<file path="src/rtl/mips_pkg.sv">
// Shared fetch-path types: FSM states, datapath widths and the buffered fetch entry.
package mips_pkg;

   localparam int INST_W = 32;
   localparam int PC_W   = 32;

   typedef enum logic [1:0] {
      IDLE = 2'd0,
      REQ  = 2'd1,
      WAIT = 2'd2
   } fetch_state_e;

   typedef struct packed {
      logic [PC_W-1:0]   pc;
      logic [INST_W-1:0] inst;
   } fetch_entry_t;

   // Drops the byte-offset bits so every fetch address is word aligned.
   function automatic logic [PC_W-1:0] word_align(input logic [PC_W-1:0] addr);
      return {addr[PC_W-1:2], 2'b00};
   endfunction

endpackage

</file>
<file path="src/rtl/fetch_fifo.sv">
// Small circular buffer of fetch entries. The head entry is kept in its own
// register so the decode-facing outputs come straight from flops and stay
// stable while decode stalls.
module fetch_fifo
   import mips_pkg::*;
#(
   parameter int DEPTH = 2,
   localparam int PTR_W = (DEPTH > 1) ? $clog2(DEPTH) : 1,
   localparam int CNT_W = PTR_W + 1
) (
   input  logic               clk,
   input  logic               rst_b,
   input  logic               flush,
   input  logic               push,
   input  fetch_entry_t       push_entry,
   input  logic               pop,
   output logic               head_valid,
   output fetch_entry_t       head_entry,
   output logic [CNT_W-1:0]   count
);

   localparam logic [CNT_W-1:0] CNT_ZERO = {CNT_W{1'b0}};
   localparam logic [CNT_W-1:0] CNT_ONE  = CNT_W'(1'b1);
   localparam logic [CNT_W-1:0] CNT_FULL = CNT_W'(DEPTH);

   fetch_entry_t      mem_q [DEPTH];
   fetch_entry_t      mem_d [DEPTH];
   logic [PTR_W-1:0]  wr_ptr_q, wr_ptr_d;
   logic [PTR_W-1:0]  rd_ptr_q, rd_ptr_d;
   logic [CNT_W-1:0]  count_q, count_d;
   fetch_entry_t      head_q, head_d;
   logic              valid_q, valid_d;
   logic              pop_ok_s;
   logic              push_ok_s;
   logic [PTR_W-1:0]  rd_plus1_s;

   // Next-state for storage, pointers, occupancy and the registered head copy.
   always_comb begin
      mem_d      = mem_q;
      wr_ptr_d   = wr_ptr_q;
      rd_ptr_d   = rd_ptr_q;
      count_d    = count_q;
      head_d     = head_q;
      rd_plus1_s = rd_ptr_q + PTR_W'(1'b1);
      pop_ok_s   = pop && (count_q != CNT_ZERO) && !flush;
      push_ok_s  = push && !flush && ((count_q != CNT_FULL) || pop_ok_s);

      if (flush) begin
         wr_ptr_d = {PTR_W{1'b0}};
         rd_ptr_d = {PTR_W{1'b0}};
         count_d  = CNT_ZERO;
      end else begin
         if (push_ok_s) begin
            mem_d[wr_ptr_q] = push_entry;
            wr_ptr_d        = wr_ptr_q + PTR_W'(1'b1);
         end else begin
            wr_ptr_d = wr_ptr_q;
         end
         if (pop_ok_s) begin
            rd_ptr_d = rd_plus1_s;
         end else begin
            rd_ptr_d = rd_ptr_q;
         end
         count_d = count_q + CNT_W'(push_ok_s) - CNT_W'(pop_ok_s);
      end

      // The new head is either the incoming entry (buffer was empty or is being
      // drained of its last entry), the next stored entry, or unchanged.
      if (count_d == CNT_ZERO) begin
         head_d = '0;
      end else if ((count_q == CNT_ZERO) || (pop_ok_s && (count_q == CNT_ONE))) begin
         head_d = push_entry;
      end else if (pop_ok_s) begin
         head_d = mem_q[rd_plus1_s];
      end else begin
         head_d = head_q;
      end

      valid_d = (count_d != CNT_ZERO);
   end

   // Buffer state registers.
   always_ff @(posedge clk or negedge rst_b) begin
      if (!rst_b) begin
         for (int i = 0; i < DEPTH; i++) begin
            mem_q[i] <= '0;
         end
         wr_ptr_q <= {PTR_W{1'b0}};
         rd_ptr_q <= {PTR_W{1'b0}};
         count_q  <= CNT_ZERO;
         head_q   <= '0;
         valid_q  <= 1'b0;
      end else begin
         mem_q    <= mem_d;
         wr_ptr_q <= wr_ptr_d;
         rd_ptr_q <= rd_ptr_d;
         count_q  <= count_d;
         head_q   <= head_d;
         valid_q  <= valid_d;
      end
   end

   assign head_valid = valid_q;
   assign head_entry = head_q;
   assign count      = count_q;

endmodule

</file>
<file path="src/rtl/pc_fetch_unit.sv">
// Instruction fetch front end: owns the architectural PC, issues one fetch at a
// time to instruction memory, buffers returned instructions for decode and
// follows redirects from the PC resolution logic. A request already on the bus
// is never withdrawn; a redirect instead marks it to be dropped on return.
module pc_fetch_unit
   import mips_pkg::*;
#(
   parameter logic [PC_W-1:0] RESET_PC   = 32'h0000_0000,
   parameter int              FIFO_DEPTH = 2
) (
   input  logic              clk,
   input  logic              rst_b,
   input  logic              redirect_valid,
   input  logic [PC_W-1:0]   redirect_pc,
   input  logic              halt,
   output logic              imem_req_valid,
   input  logic              imem_req_ready,
   output logic [PC_W-1:0]   imem_req_addr,
   input  logic              imem_rsp_valid,
   input  logic [INST_W-1:0] imem_rsp_data,
   output logic              inst_valid,
   input  logic              inst_ready,
   output logic [INST_W-1:0] inst_data,
   output logic [PC_W-1:0]   inst_pc,
   output logic              misalign_err
);

   localparam int CNT_W = ((FIFO_DEPTH > 1) ? $clog2(FIFO_DEPTH) : 1) + 1;
   localparam logic [CNT_W-1:0] CNT_ZERO = {CNT_W{1'b0}};
   localparam logic [CNT_W-1:0] CNT_FULL = CNT_W'(FIFO_DEPTH);

   fetch_state_e      state_q, state_d;
   logic [PC_W-1:0]   pc_q, pc_d;
   logic [PC_W-1:0]   req_addr_q, req_addr_d;
   logic [PC_W-1:0]   req_pc_q, req_pc_d;
   logic              req_valid_q, req_valid_d;
   logic              squash_q, squash_d;
   logic              misalign_q, misalign_d;

   logic              accept_s;
   logic              rsp_fire_s;
   logic              push_s;
   logic              pop_s;
   logic              room_s;
   logic [CNT_W-1:0]  count_after_s;
   logic [CNT_W-1:0]  fifo_count_s;
   fetch_entry_t      push_entry_s;
   fetch_entry_t      head_entry_s;

   // Fetch FSM next state, PC update, squash tracking and credit check.
   always_comb begin
      state_d      = state_q;
      pc_d         = pc_q;
      req_addr_d   = req_addr_q;
      req_pc_d     = req_pc_q;
      squash_d     = squash_q;
      accept_s     = (state_q == REQ) && imem_req_ready;
      rsp_fire_s   = (state_q == WAIT) && imem_rsp_valid;
      // A response arriving with a redirect is stale by definition.
      push_s       = rsp_fire_s && !squash_q && !redirect_valid;
      pop_s        = inst_ready && inst_valid && !redirect_valid;
      push_entry_s.pc   = req_pc_q;
      push_entry_s.inst = imem_rsp_data;
      misalign_d   = redirect_valid && (redirect_pc[1:0] != 2'b00);

      // Occupancy the buffer will have after this cycle; only one request is
      // ever in flight, so this alone decides whether another may start.
      if (redirect_valid) begin
         count_after_s = CNT_ZERO;
      end else begin
         count_after_s = fifo_count_s + CNT_W'(push_s) - CNT_W'(pop_s);
      end
      room_s = (count_after_s < CNT_FULL);

      case (state_q)
         IDLE: begin
            if (!halt && room_s) begin
               state_d = REQ;
            end else begin
               state_d = IDLE;
            end
         end
         REQ: begin
            if (accept_s) begin
               state_d  = WAIT;
               req_pc_d = req_addr_q;
            end else begin
               state_d = REQ;
            end
         end
         WAIT: begin
            if (rsp_fire_s) begin
               state_d = (!halt && room_s) ? REQ : IDLE;
            end else begin
               state_d = WAIT;
            end
         end
         default: begin
            state_d = IDLE;
         end
      endcase

      // Redirect always wins; a squashed accept must not advance the new PC.
      if (redirect_valid) begin
         pc_d = word_align(redirect_pc);
      end else if (accept_s && !squash_q) begin
         pc_d = req_addr_q + 32'd4;
      end else begin
         pc_d = pc_q;
      end

      // The response consumes any pending squash; a redirect with a request
      // on the bus or in flight marks it for dropping.
      if (rsp_fire_s) begin
         squash_d = 1'b0;
      end else if (redirect_valid && (state_q != IDLE)) begin
         squash_d = 1'b1;
      end else begin
         squash_d = squash_q;
      end

      // Request address is frozen while a request waits for acceptance.
      if ((state_q == REQ) && !accept_s) begin
         req_addr_d = req_addr_q;
      end else begin
         req_addr_d = pc_d;
      end

      req_valid_d = (state_d == REQ);
   end

   // Fetch control registers.
   always_ff @(posedge clk or negedge rst_b) begin
      if (!rst_b) begin
         state_q     <= IDLE;
         pc_q        <= RESET_PC;
         req_addr_q  <= RESET_PC;
         req_pc_q    <= RESET_PC;
         req_valid_q <= 1'b0;
         squash_q    <= 1'b0;
         misalign_q  <= 1'b0;
      end else begin
         state_q     <= state_d;
         pc_q        <= pc_d;
         req_addr_q  <= req_addr_d;
         req_pc_q    <= req_pc_d;
         req_valid_q <= req_valid_d;
         squash_q    <= squash_d;
         misalign_q  <= misalign_d;
      end
   end

   fetch_fifo #(
      .DEPTH (FIFO_DEPTH)
   ) u_fifo (
      .clk        (clk),
      .rst_b      (rst_b),
      .flush      (redirect_valid),
      .push       (push_s),
      .push_entry (push_entry_s),
      .pop        (pop_s),
      .head_valid (inst_valid),
      .head_entry (head_entry_s),
      .count      (fifo_count_s)
   );

   assign imem_req_valid = req_valid_q;
   assign imem_req_addr  = req_addr_q;
   assign inst_data      = head_entry_s.inst;
   assign inst_pc        = head_entry_s.pc;
   assign misalign_err   = misalign_q;

endmodule

</file>
<file path="config.mk">
export PLATFORM = sky130hd
export DESIGN_NAME = pc_fetch_unit
export DESIGN_NICKNAME = d
export VERILOG_FILES = /design/src/rtl/mips_pkg.sv /design/src/rtl/fetch_fifo.sv /design/src/rtl/pc_fetch_unit.sv
export SDC_FILE = /design/constraint.sdc
export NUM_CORES = 1
export LEC_CHECK = 0
export BUFFER_PORTS_ARGS = -buffer_cell sky130_fd_sc_hd__buf_2
export CORE_MARGIN = 3
export CORE_UTILIZATION = 30
export DETAILED_ROUTE_END_ITERATION = 10
export PLACE_DENSITY = 0.56
export SLEW_MARGIN = 20
export SYNTH_ARGS = -nofsm -noshare
export SYNTH_HDL_FRONTEND = slang
export SYNTH_SLANG_ARGS = --single-unit
</file>
<file path="constraint.sdc">
create_clock -name clk -period 2.6 [get_ports clk]
set_input_delay 0.26 -clock clk [delete_from_list [all_inputs] [get_ports clk]]
set_output_delay 0.26 -clock clk [all_outputs]
set_load 0.03 [all_outputs]
</file>
==> metrics.md <==
| Metric | Value |
|---|---|
| Final nets | `1501` |
| Slowest-stage cell, CP | `or4_1` |
| CTS tree | `built` |
| Predominant post-synthesis flop cell | `dfrtp_1` |
| Setup-failing EPs final | `0` |
| Final HPWL DP | `23900 um` |
| Power Dens Cells | `826 nW/um2` |
| Initial Util | `0.307` |
| P_int | `9730 uW` |
| Slew @ Worst Pin | `0.821 ns` |
| Net Switching | `4270 uW` |
| Clk pwr share | `0.339` |
| Setup TNS | `0 ns` |
| Initial antenna violation count | `3` |
| Area Growth Syn to Fin | `23.6%` |
| CP peak stage delay | `0.75 ns` |
| Synthesized area | `13700 um2` |
| Remaining antenna violation count after routing | `0` |
| CTS Buf Count | `35` |
| Sequential power share | `0.450` |
| Status | `finished clean` |
| Drt total wl | `36900 um` |
| Synth cell types | `59` |
| Comb pwr share | `0.211` |
| Die width | `220 um` |
| Worst path cell trace | `nand3_2, or4_1, or3_1, a311oi_1, o22a_1` |
| Layout cells sized above 1 | `0.310` |
| Total power | `14000 uW` |
| Syn Inst Count | `1222` |
| 1st-pass router iterations | `5` |
| Post-Syn Nets | `1297` |
| RSZ-0062 raised after global routing | `false` |
| DP Area | `15400 um2` |
| CP Data Required Time | `3.07 ns` |
| H-tree depth | `2` |
| Design Area, Final | `17000 um2` |
| GRT Util Overall | `0.154` |
| Clock sink count | `298` |
| Worst Hold Class | `in -> reg` |
| Die footprint | `48400 um2` |
| Die height | `220 um` |
| CP Capture Type | `flop` |
| Seq cells post-synth | `298` |
| Achievable frequency | `416 MHz` |
| Sw Share | `0.305` |
| Crit path kind | `reg -> reg` |
| Syn Area/Cell | `11.2 um2` |
| GR Overflow Total | `0` |
| Fin crit period | `2.40 ns` |
| DR vias/cell | `4.96` |
| Ys async rst share | `1.00` |
| Global-route wire length before repair | `58200 um` |
| Clk_lat worst skew | `0.54 ns` |
| Vias | `10131` |
| Top Ports | `170` |
| Largest net degree at the start of global routing | `95` |
| Root Driver | `clkbuf_16` |
| Number of global-route vias before repair | `10244` |
| Worst-path clk slew | `0.06 ns` |
| Post-DR wirelength/cell | `18.1 um` |
| Most frequent cells in the layout | `dfrtp_1 (295), nand2_1 (185), buf_2 (168)` |
| Most common cell after layout, fill and taps aside | `dfrtp_1` |
| Final hold vios | `0` |
| Fin Clk Skew | `0.0240 ns` |
| Maximum VDD drop | `0.000413 V` |
| Worst EP arrival | `2.87 ns` |
| P_leak | `0.00758 uW` |
| Total of max-cap violations | `0` |
| Std-Cell Rows | `77` |
| DR DRC count | `0` |
| Slew headroom | `0.451` |
| IO Port Bufs | `169` |
| DRT iter0 DRCs | `566` |
| CTS Buffer Depth | `3` |
| Gpl congestion | `0.780` |
| Synth warn | `0` |
| Fin crit share | `0.924` |
| Post-synth EDFFs | `0` |
| Pins Over Slew Limit | `0` |
| Startpoint Class | `flop` |
| Sequential share of the synthesized area | `0.543` |
| Core box area | `44700 um2` |
| Crit Path Max Fanout | `10` |
metal layers:
metal | track usage | vias up | routed length [um]
li1 | - | 4787 | -
met1 | 0.200 | 5092 | 16200
met2 | 0.261 | 203 | 18200
met3 | 0.0308 | 47 | 1770
met4 | 0.0425 | 2 | 638
met5 | 0 | - | 13
layout make-up:
type                            instances  area (um2)
Antenna cell                            2        5.00
Clock buffer                           50        1020
Clock inverter                          8        80.1
Fill cell                            4379       27700
Inverter                                9        33.8
Multi-Input combinational cell        824        5850
Sequential cell                       298        7460
Tap cell                              592         741
Timing Repair Buffer                  258        1770
cells in the mapped netlist, drive strengths merged, types with 6 or more instances:
cell type / n / area (um2)
dfrtp: 298 / 7460
inv: 9 / 33.8
mux2: 164 / 1850
o31ai: 6 / 45.0
nor3b: 6 / 45.0
xnor2: 11 / 96.3
nand3: 17 / 103
mux2i: 72 / 721
nor2: 37 / 139
nand4: 10 / 62.6
nand2: 187 / 704
xor2: 7 / 61.3
a31oi: 11 / 68.8
a21o: 7 / 52.6
buf: 17 / 93.8
o211ai: 64 / 480
or3: 7 / 43.8
a21oi: 95 / 475
clkbuf: 74 / 348
nor4: 6 / 50.0
nor3: 8 / 40.0
o21ai: 42 / 210
state kept, by name (all words and copies together), names as in the netlist, 2 cells and up:
signal,count
req_pc_q,32
pc_q,32
u_fifo.head_entry,64
u_fifo.count,2
u_fifo.mem_q,128
imem_req_addr,32
state_q,2
path summary, 6_finish.rpt:
check                            startpoint              endpoint  slack, ns  cells past startpoint
min reg2reg                u_fifo.mem_q[54]      u_fifo.mem_q[54]       0.50                      1
max in group asynchronous             rst_b       u_fifo.rd_ptr_q       1.66                      3
min in group asynchronous             rst_b  u_fifo.head_entry[0]       0.14                      2
min                         redirect_pc[23]              pc_q[23]       0.01                      3
max reg2reg                imem_req_addr[9]     imem_req_addr[17]       0.20                      5
max                        imem_req_addr[9]     imem_req_addr[17]       0.20                      5
kinds of logic (layout without fill, tap and decap cells):
| kind of cell | after synthesis | in the layout | share of synthesized area |
|---|---|---|---|
| mux | 236 | 236 | 0.187 |
| other cells | 0 | 2 | 0 |
| xor+xnor | 18 | 18 | 0.0115 |
| simple gates | 303 | 303 | 0.100 |
| flops | 298 | 298 | 0.543 |
| fa+ha+maj | 4 | 4 | 0.00365 |
| buf+inv | 100 | 325 | 0.0346 |
| compound gates | 263 | 263 | 0.120 |
per-stage QoR:
step / utilization / instances / setup WS [ns] / hold slack [ns]
after floorplan: - / 1222 / 0.0827 / -0.0356
after global placement: 0.344 / 1934 / 0.264 / 0.103
after detailed placement: 0.344 / 1934 / 0.211 / 0.104
after CTS: 0.379 / 2038 / 0.210 / 0.000234
after global routing: 0.379 / 2041 / 0.0512 / 0.0152
final: 0.379 / 2041 / 0.198 / 0.0126
power by group through the flow:
stage	combinational, uW	clock, uW	sequential (uW)
final	2950	4750	6310
after global routing	3250	5100	6450
after CTS	3000	4910	6310
after detailed placement	2930	0	6390
after global placement	2890	0	6330
after floorplan	1790	0	6450
critical path, delay by kind of cell, from the launching register on:
family | cells | cell delay (ns)
and+or+nand+nor | 3 | 1.30
DFF | 1 | 0.51
AOI/OAI and AO/OA | 2 | 0.53
repair_timing:
action,CTS,global route
hold buffers,46,1
buffers inserted,0,0
endpoints found under the hold margin,370,1
setup endpoints to repair,0,0
gates resized for setup,0,0
Power figures use the tool's default switching activity.
